$ cat src/rtl/i2s_pcm_mclk_if.sv
// I2S receiver bus: serial inputs from the transmitter side and the
// parallel PCM frame outputs of the deserializer.
interface i2s_pcm_mclk_if #(
   parameter int DATA_WIDTH = 32
);
   logic                         BCLK_I;
   logic                         LRCK_I;
   logic                         DATA_I;
   logic signed [DATA_WIDTH-1:0] PCML_O;
   logic signed [DATA_WIDTH-1:0] PCMR_O;
   logic                         VALID_O;
   logic                         SLOT_ERR_O;

   modport master (
      output BCLK_I, LRCK_I, DATA_I,
      input  PCML_O, PCMR_O, VALID_O, SLOT_ERR_O
   );

   modport slave (
      input  BCLK_I, LRCK_I, DATA_I,
      output PCML_O, PCMR_O, VALID_O, SLOT_ERR_O
   );
endinterface

$ cat src/rtl/i2s_pcm_mclk.sv
// I2S receiver: oversamples BCLK/LRCK/DATA on MCLK and rebuilds
// signed left/right PCM words, flagging slots shorter than the word.
module i2s_pcm_mclk #(
   parameter int DATA_WIDTH  = 32,
   parameter int SYNC_STAGES = 2,
   parameter int CNT_WIDTH   = 6
) (
   input logic           MCLK_I,
   input logic           ARESETN_I,
   i2s_pcm_mclk_if.slave i2s
);

   typedef enum logic [1:0] {
      S_IDLE,
      S_WAIT_L,
      S_HAVE_L
   } state_t;

   localparam logic [CNT_WIDTH-1:0] SHORT_LIM = CNT_WIDTH'(DATA_WIDTH - 1);
   localparam logic [CNT_WIDTH-1:0] CNT_MAX   = '1;

   logic [SYNC_STAGES-1:0] bclk_sync;
   logic [SYNC_STAGES-1:0] lrck_sync;
   logic [SYNC_STAGES-1:0] data_sync;
   logic                   bclk_s;
   logic                   lrck_s;
   logic                   data_s;
   logic                   bclk_d;
   logic                   rise;
   logic                   rise_q;
   logic                   lrck_q;
   logic                   data_q;
   logic                   lrck_last;
   logic [CNT_WIDTH-1:0]   bit_cnt;
   logic [DATA_WIDTH-1:0]  sh;
   logic [DATA_WIDTH-1:0]  word_in;
   logic [DATA_WIDTH-1:0]  left_hold;
   logic [DATA_WIDTH-1:0]  right_hold;
   logic                   lerr;
   logic                   rerr;
   logic                   slot_end;
   logic                   slot_short;
   logic                   left_load;
   logic                   frame_go;
   logic                   frame_q;
   state_t                 state;
   state_t                 state_nx;

   assign bclk_s = bclk_sync[SYNC_STAGES-1];
   assign lrck_s = lrck_sync[SYNC_STAGES-1];
   assign data_s = data_sync[SYNC_STAGES-1];
   assign rise   = bclk_s & ~bclk_d;

   // bring the asynchronous serial lines into the MCLK domain
   always_ff @(posedge MCLK_I or negedge ARESETN_I) begin
      if (!ARESETN_I) begin
         bclk_sync <= '0;
         lrck_sync <= '0;
         data_sync <= '0;
         bclk_d    <= 1'b0;
      end else begin
         bclk_sync <= {bclk_sync[SYNC_STAGES-2:0], i2s.BCLK_I};
         lrck_sync <= {lrck_sync[SYNC_STAGES-2:0], i2s.LRCK_I};
         data_sync <= {data_sync[SYNC_STAGES-2:0], i2s.DATA_I};
         bclk_d    <= bclk_s;
      end
   end

   // register each BCLK rise together with the LRCK/DATA seen at it
   always_ff @(posedge MCLK_I or negedge ARESETN_I) begin
      if (!ARESETN_I) begin
         rise_q <= 1'b0;
         lrck_q <= 1'b0;
         data_q <= 1'b0;
      end else begin
         rise_q <= rise;
         if (rise) begin
            lrck_q <= lrck_s;
            data_q <= data_s;
         end
      end
   end

   assign slot_end   = rise_q & (lrck_q != lrck_last);
   assign slot_short = bit_cnt < SHORT_LIM;

   // drop the incoming bit at its MSB-first position; bits past the word are ignored
   always_comb begin
      word_in = sh;
      for (int i = 0; i < DATA_WIDTH; i++) begin
         if (bit_cnt == CNT_WIDTH'(DATA_WIDTH - 1 - i)) begin
            word_in[i] = sh[i] | data_q;
         end
      end
   end

   // per-slot bit counter and deserializer, restarted at every slot end
   always_ff @(posedge MCLK_I or negedge ARESETN_I) begin
      if (!ARESETN_I) begin
         lrck_last <= 1'b0;
         bit_cnt   <= '0;
         sh        <= '0;
      end else if (rise_q) begin
         lrck_last <= lrck_q;
         if (slot_end) begin
            bit_cnt <= '0;
            sh      <= '0;
         end else begin
            sh <= word_in;
            if (bit_cnt != CNT_MAX) bit_cnt <= bit_cnt + 1'b1;
         end
      end
   end

   // framing state register
   always_ff @(posedge MCLK_I or negedge ARESETN_I) begin
      if (!ARESETN_I) state <= S_IDLE;
      else            state <= state_nx;
   end

   // framing next state: arm on first LRCK change, then pair left with right
   always_comb begin
      state_nx = state;
      if (slot_end) begin
         unique case (state)
            S_IDLE:   state_nx = S_WAIT_L;
            S_WAIT_L: if (lrck_q) state_nx = S_HAVE_L;
            S_HAVE_L: if (!lrck_q) state_nx = S_WAIT_L;
            default:  state_nx = S_IDLE;
         endcase
      end
   end

   // framing outputs: latch a finished left word or launch a full frame
   always_comb begin
      left_load = 1'b0;
      frame_go  = 1'b0;
      if (slot_end && state != S_IDLE) begin
         left_load = lrck_q;
         frame_go  = !lrck_q && state == S_HAVE_L;
      end
   end

   // hold completed words and their short-slot flags
   always_ff @(posedge MCLK_I or negedge ARESETN_I) begin
      if (!ARESETN_I) begin
         left_hold  <= '0;
         right_hold <= '0;
         lerr       <= 1'b0;
         rerr       <= 1'b0;
         frame_q    <= 1'b0;
      end else begin
         frame_q <= frame_go;
         if (left_load) begin
            left_hold <= word_in;
            lerr      <= slot_short;
         end
         if (frame_go) begin
            right_hold <= word_in;
            rerr       <= slot_short;
         end
      end
   end

   // present a finished frame for one MCLK and keep the words afterwards
   always_ff @(posedge MCLK_I or negedge ARESETN_I) begin
      if (!ARESETN_I) begin
         i2s.PCML_O     <= '0;
         i2s.PCMR_O     <= '0;
         i2s.VALID_O    <= 1'b0;
         i2s.SLOT_ERR_O <= 1'b0;
      end else begin
         i2s.VALID_O    <= frame_q;
         i2s.SLOT_ERR_O <= frame_q & (lerr | rerr);
         if (frame_q) begin
            i2s.PCML_O <= $signed(left_hold);
            i2s.PCMR_O <= $signed(right_hold);
         end
      end
   end

endmodule

$ cat src/flat_wrapper.sv
// flat-port wrapper written by rule: the top's interface ports become plain ports
module i2s_pcm_mclk_flat 
#(
   parameter int DATA_WIDTH  = 32,
   parameter int SYNC_STAGES = 2,
   parameter int CNT_WIDTH   = 6
)
  (MCLK_I, ARESETN_I, i2s_BCLK_I, i2s_LRCK_I, i2s_DATA_I, i2s_PCML_O, i2s_PCMR_O, i2s_VALID_O, i2s_SLOT_ERR_O);
  i2s_pcm_mclk_if #(.DATA_WIDTH(DATA_WIDTH)) i2s_i ();
  input logic MCLK_I;
  input logic ARESETN_I;
  input wire logic [$bits(i2s_i.BCLK_I)-1:0] i2s_BCLK_I;
  input wire logic [$bits(i2s_i.LRCK_I)-1:0] i2s_LRCK_I;
  input wire logic [$bits(i2s_i.DATA_I)-1:0] i2s_DATA_I;
  output wire logic [$bits(i2s_i.PCML_O)-1:0] i2s_PCML_O;
  output wire logic [$bits(i2s_i.PCMR_O)-1:0] i2s_PCMR_O;
  output wire logic [$bits(i2s_i.VALID_O)-1:0] i2s_VALID_O;
  output wire logic [$bits(i2s_i.SLOT_ERR_O)-1:0] i2s_SLOT_ERR_O;
  assign i2s_i.BCLK_I = i2s_BCLK_I;
  assign i2s_i.LRCK_I = i2s_LRCK_I;
  assign i2s_i.DATA_I = i2s_DATA_I;
  assign i2s_PCML_O = i2s_i.PCML_O;
  assign i2s_PCMR_O = i2s_i.PCMR_O;
  assign i2s_VALID_O = i2s_i.VALID_O;
  assign i2s_SLOT_ERR_O = i2s_i.SLOT_ERR_O;
  i2s_pcm_mclk #(.DATA_WIDTH(DATA_WIDTH), .SYNC_STAGES(SYNC_STAGES), .CNT_WIDTH(CNT_WIDTH)) u_core (.MCLK_I(MCLK_I), .ARESETN_I(ARESETN_I), .i2s(i2s_i));
endmodule
$ cat config.mk
export PLATFORM = sky130hd
export DESIGN_NAME = i2s_pcm_mclk_flat
export DESIGN_NICKNAME = d
export VERILOG_FILES = /design/src/rtl/i2s_pcm_mclk_if.sv /design/src/rtl/i2s_pcm_mclk.sv /design/src/flat_wrapper.sv
export SDC_FILE = /design/constraint.sdc
export NUM_CORES = 1
export LEC_CHECK = 0
export ABC_AREA = 1
export CAP_MARGIN = 40
export CORE_MARGIN = 2
export CORE_UTILIZATION = 57
export DETAILED_ROUTE_END_ITERATION = 12
export PLACE_DENSITY_LB_ADDON = 0.25
export SYNTH_ARGS = -nofsm -noshare
export SYNTH_HDL_FRONTEND = slang
export SYNTH_SLANG_ARGS = --single-unit
$ cat constraint.sdc
create_clock -name MCLK_I -period 1.8 [get_ports MCLK_I]
set_input_delay 0.18 -clock MCLK_I [delete_from_list [all_inputs] [get_ports MCLK_I]]
set_output_delay 0.18 -clock MCLK_I [all_outputs]
set_load 0.005 [all_outputs]
==> reports/results.tsv <==
metric	value	unit
status	finished clean	
global-route usage over all layers	0.241	
Core Box Area	12700	um2
DRC Markers	0	
Max Cap Viol	0	
crit path max fanout	6	
DR vias/cell	5.37	
sequential area share after synthesis	0.616	
Slew @ Worst Pin	0.565	ns
Synth area leader	dfrtp_1	
Critical Path RT	2.17	ns
Critical Path AT	2.00	ns
vias in the first global route	5260	
Reg clk slew, reported paths	0.06	ns
clk sinks	184	
Total Wirelength	15.9	mm
initial drt markers	507	
Synth Flop Type	dfrtp_1	
sequential cell area	4610	um2
initial core utilization	0.587	
chip height	118	um
# IOs	71	
critical path class	register to register	
Final #Nets	799	
grt ovf	0	
port buffer count	70	
clock root cell	clkbuf_16	
count leader, synth	nand2_1	
Synth cell types	22	
WL/cell	16.3	um
synth cell count leaders	194 x nand2_1, 184 x dfrtp_1, 56 x mux2_2	
largest cells by area after synthesis	dfrtp_1 62%, nand2_1 9.7%, mux2_2 8.4%	
CP Launch Type	register	
Final Cycle Share	0.907	
number of synthesized flops with an enable pin	0	
layout cells sized above 1	0.138	
TritonCTS clock tree	built	
Synth Warn #	0	
GRT met3 Usage	0.0473	
GR Layer Usage met2	0.401	
total negative slack	0	ns
syn_area_per_cell	10.3	um2
antenna-violating nets left	0	
final setup fails	0	
Place WS	0.187	ns
VDD IR max	670	uV
multi-input combinational cell area	2440	um2
unrepaired setup endpoints after global routing	false	
synth-to-layout area growth	20.3	%
post-layout min period	1.63	ns
Slew Limit Fails	0	
Fin. Hold Viols	0	
H-tree depth	4	
dpl hpwl	10.2	mm
Filler cells	968	
total CTS buffers	17	
Synth Net Count	734	
top-area cell type share of the netlist area	0.616	
setup ws final	0.168	ns
Worst Hold Class	primary input to register	
first-pass iteration count of the detailed router	5	
die width	118	um
Pwr Density	1060	nW/um2
GPL Wtd Cong	0.809	
Die ar.	14000	um2
initial antenna violation count	0	
leakage power	4.40	nW
share of flip-flops with an asynchronous set or reset	1.00	
first-pass GRT wire length	26.5	mm
Site Rows	41	
Most Used Layer, Global Route	met2	
synthesized instance count	725	
largest net degree at the start of global routing	75	
Clk Latency, worst-skew pair	0.44	ns
Critical Path Sink Type	register	
Fmax achieved	613	MHz
Hold Slack	0.182	ns
ANT cells	0	
worst clock skew	0.00935	ns
via count	5233	
synthesized area	7470	um2
met1 usage	0.310	
number of synthesized register bits	184	
buffers from clock root to sink, at most	2	
Relative slew margins	0.623	
-- flip-flops by register name, summed over array words and instances (netlist names) --
register               count
u_core.i2s.VALID_O         1
u_core.bit_cnt             6
u_core.sh                 32
u_core.lrck_last           1
u_core.i2s.SLOT_ERR_O      1
u_core.i2s.PCMR_O         32
u_core.lerr                1
u_core.rerr                1
u_core.lrck_sync           2
u_core.frame_q             1
u_core.i2s.PCML_O         32
u_core.data_sync           2
u_core.left_hold          32
u_core.lrck_q              1
u_core.right_hold         32
u_core.state               2
u_core.rise_q              1
u_core.bclk_sync           2
u_core.data_q              1
u_core.bclk_d              1
-- layout by cell type (no fill, tap or decap) --
| cell type | n |
|---|---|
| dfrtp_1 | 183 |
| dfrtp_2 | 1 |
| mux2_2 | 56 |
| buf_12 | 5 |
| ha_1 | 4 |
| inv_6 | 1 |
| nor3_4 | 1 |
| o21ai_1 | 20 |
| dlygate4sd3_1 | 1 |
| o21ai_0 | 54 |
| nand3_1 | 22 |
| a21oi_1 | 9 |
| inv_1 | 50 |
| buf_4 | 7 |
| buf_6 | 1 |
| inv_2 | 5 |
| clkbuf_16 | 17 |
| clkinv_2 | 2 |
| bufinv_16 | 5 |
| o21bai_1 | 33 |
| clkdlybuf4s50_1 | 69 |
| nand2_1 | 194 |
| nor2_1 | 50 |
| o21a_1 | 1 |
| clkbuf_8 | 3 |
| nor2_2 | 1 |
| nand3_2 | 2 |
| clkinv_4 | 1 |
| xor2_1 | 1 |
| clkinvlp_4 | 2 |
| o21ai_2 | 1 |
-- worst paths after layout --
path	from	to	slack [ns]	cells after the start
max in group asynchronous	ARESETN_I	u_core.right_hold[19]	0.93	3
setup reg to reg	u_core.bit_cnt[0]	u_core.bit_cnt[0]	0.17	6
min in group asynchronous	ARESETN_I	u_core.i2s.PCML_O[31]	0.19	2
setup / recovery	u_core.bit_cnt[0]	u_core.bit_cnt[0]	0.17	6
hold / removal	i2s_LRCK_I	u_core.lrck_sync[0]	0.18	1
hold reg to reg	u_core.data_sync[0]	u_core.data_sync[1]	0.35	0
-- logic make-up after synthesis --
kind of cell	Yosys count	synth area share
buffers and inverters	92	0.0581
adders and majority gates	4	0.00670
xor gates and xnor gates	1	0.00117
and+or+nand+nor	270	0.143
DFF	184	0.616
AOI/OAI and AO/OA	118	0.0904
muxes	56	0.0844
-- power breakdown --
part	switching [mW]	internal, mW	total, mW
sequential	0.136	4.34	4.47
clock	1.57	2.57	4.14
combinational	0.587	0.361	0.948
total	2.30	7.27	9.56
-- metrics by stage --
stage	total power, mW	utilization	cells	cell area (um2)
2_1_floorplan	5.04	-	725	7470
6_report	9.56	0.707	974	8990
3_5_place_dp	5.50	0.654	942	8320
5_1_grt	9.91	0.707	974	8990
3_3_place_gp	5.45	0.654	942	8320
4_1_cts	9.61	0.706	974	8980
-- layer usage --
metal / part of all wire / up-vias
met5: 0 / -
met4: 0.021 / 0
li1: - / 2460
met2: 0.51 / 136
met1: 0.43 / 2609
met3: 0.040 / 28
-- what timing repair did --
item                       in CTS  in global routing
gates resized for setup         0                  1
buffers inserted                0                  0
setup endpoints to repair       0                  2
hold buffers                    1                  0
hold endpoints to repair       83                  0
-- layout make-up --
class,count,share of cell area
Clock buffer,20,0.0519
Tap cell,172,0.0239
Timing Repair Buffer,83,0.0962
Clock inverter,11,0.0214
Multi-Input combinational cell,449,0.271
Sequential cell,184,0.512
Inverter,55,0.0230
-- worst max-delay path: stages (launching register included) --
cell     delay (ns)
dfrtp_1        0.43
ha_1           0.28
nand3_1        0.21
nor2_1         0.07
nor2_1         0.39
nand2_1        0.11
nand2_1        0.09
Note: power is estimated with default switching activity, not from simulation.
